===== src/rtl/hazard_detection_unit.sv =====
// Load-use hazard detector: stalls PC and IF/ID and bubbles ID/EX when a load's rt feeds the next instruction.
// Latency: hazard outputs are combinational (0 cycles); stall_q and stall_count are updated at the next edge.
// No backpressure; define HDU_PERF_CNT_EN to build the saturating stall counter, otherwise stall_count is 0.
module hazard_detection_unit #(
  parameter int REG_AW = 5,
  parameter int CNT_W  = 32
) (
  input  logic              clk,
  input  logic              rst,
  input  logic [REG_AW-1:0] idexrt,
  input  logic [REG_AW-1:0] ifidrs,
  input  logic [REG_AW-1:0] ifidrt,
  input  logic              idexmemrd,
  input  logic              cnt_clr,
  output logic              pcen,
  output logic              ifidwen,
  output logic              ctrlsig,
  output logic              stall_q,
  output logic [CNT_W-1:0]  stall_count
);

  logic hazard;

  // Register 0 is hardwired to zero, so a load into it never creates a dependency.
  assign hazard = idexmemrd & (idexrt != '0) &
                  ((idexrt == ifidrs) | (idexrt == ifidrt));

  always_comb begin
    pcen    = ~hazard;
    ifidwen = ~hazard;
    ctrlsig = hazard;
    if (rst) begin
      pcen    = 1'b0;
      ifidwen = 1'b0;
      ctrlsig = 1'b1;
    end
  end

  always_ff @(posedge clk or posedge rst) begin
    if (rst) begin
      stall_q <= 1'b0;
    end else begin
      stall_q <= hazard;
    end
  end

`ifdef HDU_PERF_CNT_EN
  logic [CNT_W-1:0] cnt;

  // Clear wins over a same-cycle hazard; the count sticks at all-ones.
  always_ff @(posedge clk or posedge rst) begin
    if (rst) begin
      cnt <= '0;
    end else if (cnt_clr) begin
      cnt <= '0;
    end else if (hazard && (cnt != '1)) begin
      cnt <= cnt + CNT_W'(1);
    end
  end

  assign stall_count = cnt;
`else
  logic unused_cnt_clr;

  assign unused_cnt_clr = cnt_clr;
  assign stall_count    = '0;
`endif

endmodule


===== config.mk =====
export PLATFORM = sky130hd
export DESIGN_NAME = hazard_detection_unit
export DESIGN_NICKNAME = d
export VERILOG_FILES = /design/src/rtl/hazard_detection_unit.sv
export SDC_FILE = /design/constraint.sdc
export NUM_CORES = 1
export LEC_CHECK = 0
export BUFFER_PORTS_ARGS = -buffer_cell sky130_fd_sc_hd__buf_2
export CAP_MARGIN = 20
export CORE_UTILIZATION = 31
export CTS_CLUSTER_DIAMETER = 30
export CTS_CLUSTER_SIZE = 28
export DETAILED_ROUTE_END_ITERATION = 10
export GPL_TIMING_DRIVEN = 0
export HOLD_SLACK_MARGIN = 0.15
export PLACE_DENSITY = 0.81
export SYNTH_ARGS = -nofsm -noshare
export SYNTH_HDL_FRONTEND = slang
export SYNTH_SLANG_ARGS = --single-unit

===== constraint.sdc =====
create_clock -name clk -period 1.68 [get_ports clk]
set_clock_uncertainty 0.2 [all_clocks]
set_input_delay 0.336 -clock clk [delete_from_list [all_inputs] [get_ports clk]]
set_output_delay 0.336 -clock clk [all_outputs]
set_load 0.02 [all_outputs]

==> out/metrics.cfg <==
[outcome]
status=finished, violations left
violations=setup timing

[die]
core_area_um2=1301
placementRows=13
die_h_um=39.32
dieWidth_um=39.32
pin_count=55
dieArea_um2=1546
start_util_pct=33.17

[logic_synthesis]
synthDistinctLibCells=13
synth-async-reset-ratio_pct=100.0
synth_edf_count=0
synth_mux_area_share_pct=0
netlist.area_leader.share_pct=57.39
yosysSeqAreaShare_pct=5.797
synthSimpleGateAreaFrac_pct=8.406
ys_ff_latch=1
synth_area_leaders=buf_4 (57%), xnor2_1 (20%), dfrtp_1 (5.8%)
post_synth_instance_area_um2=431.7
netlist_instances=57
synthAdderAreaFrac_pct=0
synth_compound_area_share_pct=6.377
syn_area_per_cell_um2=7.573
ys_warn_count=0
synthXorXnorAreaFrac_pct=20.29
synth_largest_area_cell=buf_4
ys.flop_type=dfrtp_1
synth_top_family_by_area=buffers and inverters

[timing]
grt_setup_unrepaired=yes
setup_violations=3
period_share_pct=109.8
setup_slack_ps=-165.1
maxSlewViolCount=0
fmax_mhz=542.0
holdWs_ps=461.1
finalCriticalPeriod_ps=1845
hold_viol_final=0

[routing]
vias_per_cell=3.552
initialDrtViolationCount=0
vias=444
ant_nets=0
routed_wl_um=1175
wl_per_cell_um=9.400
dr.pass1.iters=1
drc=0

[worst_setup_path]
critPathMaxFanout=3
endpoint=pcen
worstSetupPathType=input port to output pin
worstPathArrival_ps=1310
setup.worst_path.start=ifidrt[3]
cp-start-kind=input port
required_ps=1140
critPathCaptureType=output pin

[final_layout]
drive_above_1_share_pct=58.18
nNetsFinal=131
fill_cells=116
diodes=0
top_register=stall_q
reg.largest.list=stall_q: 1 flops
syn_to_final_growth_pct=93.62
fin_area_um2=835.8
largest_reg_flops=1

[flow_run]
max_cap_violations=0

[global_route]
grt_max_degree=4
grt.busiest_layer=met2
track_usage_pct=13.96
grt_pass1_wl_um=1428
met2_usage_pct=37.08
use_met3_pct=0.5682
grtUsageMet1_pct=7.850
antenna_found_initial=0
grt_pass1_vias=360
grt_overflow=0

[min_path]
whs_path_depth=2
hold_class=input port to flop

[cts]
clk_pin_slew_ps=0

[placed_design]
pre_cts_ws_ps=-228.2
globalplace.congestion=0.5947
placedInstanceArea_um2=686.9
port-buffer-count=21

[pwr]
peakVddDrop_v=0.0001465
power_leakage_nw=0.5062
power_density_nw_per_um2=332.8

==> critical path, cell delays in order <==
cell     delay [ps]
buf_6           100
xnor2_2         140
nand3_1         110
o22ai_2         260
a31oi_4         120
buf_6           130
buf_6           120
==> metrics by stage <==
stage | instances | total power [mW] | utilization, % | setup TNS, ps
after global placement | 124 | 0.2266 | 52.79 | -482.0
final | 125 | 0.2781 | 64.23 | -364.4
after detailed placement | 124 | 0.2289 | 52.79 | -505.4
after CTS | 125 | 0.2700 | 64.23 | -260.8
after floorplan | 88 | 0.1910 | - | 0
after global routing | 125 | 0.2928 | 64.23 | -468.6
==> routing by layer <==
layer | part of all wire [%] | wire length, um
met1 | 24 | 282
met2 | 64 | 753
met3 | 9.7 | 114
met4 | 2.0 | 23
met5 | 0 | 0
==> how the worst min path moves through the flow <==
stage                     startpoint  endpoint
after floorplan                  rst   stall_q
after global placement           rst   stall_q
after detailed placement         rst   stall_q
after CTS                  idexmemrd   stall_q
after global routing       idexmemrd   stall_q
final                      idexmemrd   stall_q
==> cells in the mapped netlist (all sizes together), types with 2 or more instances <==
library cell  number
buf               33
nand2              3
xnor2             10
nand3              2
==> cell families after synthesis <==
kind of cell,count (synthesis)
compound gates,3
xor+xnor,10
buf+inv,34
flops,1
other cells,1
simple gates,8
==> placed cells by master, fill, tap and decap left out, drive strengths merged <==
master / count
buf: 54
conb: 32
xnor2: 10
nand2: 3
nand3: 2
o22ai: 1
nor2: 1
nor3: 1
and3: 1
a31o: 1
a31oi: 1
inv: 1
dlygate4sd3: 1
dfrtp: 1
==> power by group <==
group / switching, mW / leakage, nW / total [mW] / internal (mW)
Sequential: 0.000367 / 0.0139 / 0.0257 / 0.0253
Clock: 0 / 0 / 0 / 0
Combinational: 0.126 / 0.492 / 0.252 / 0.126
Total: 0.127 / 0.506 / 0.278 / 0.151
==> area by class of cell <==
type | count | area (um^2) | area share, %
Tap cell | 15 | 18.77 | 2.246
Timing Repair Buffer | 22 | 190.2 | 22.75
Buffer | 33 | 251.5 | 30.09
Multi-Input combinational cell | 53 | 346.6 | 41.47
Sequential cell | 1 | 25.02 | 2.994
Inverter | 1 | 3.754 | 0.4491
==> timing repair <==
action                                  in CTS  in global routing
hold buffers                                 1                  0
gates resized for setup                     28                  0
endpoints found under the setup margin       3                  3
setup buffers                                0                  0
pin swaps                                   13                  1
cloned                                       0                  0
hold endpoints to repair                     1                  0
Note: power is estimated with default switching activity, not from simulation.
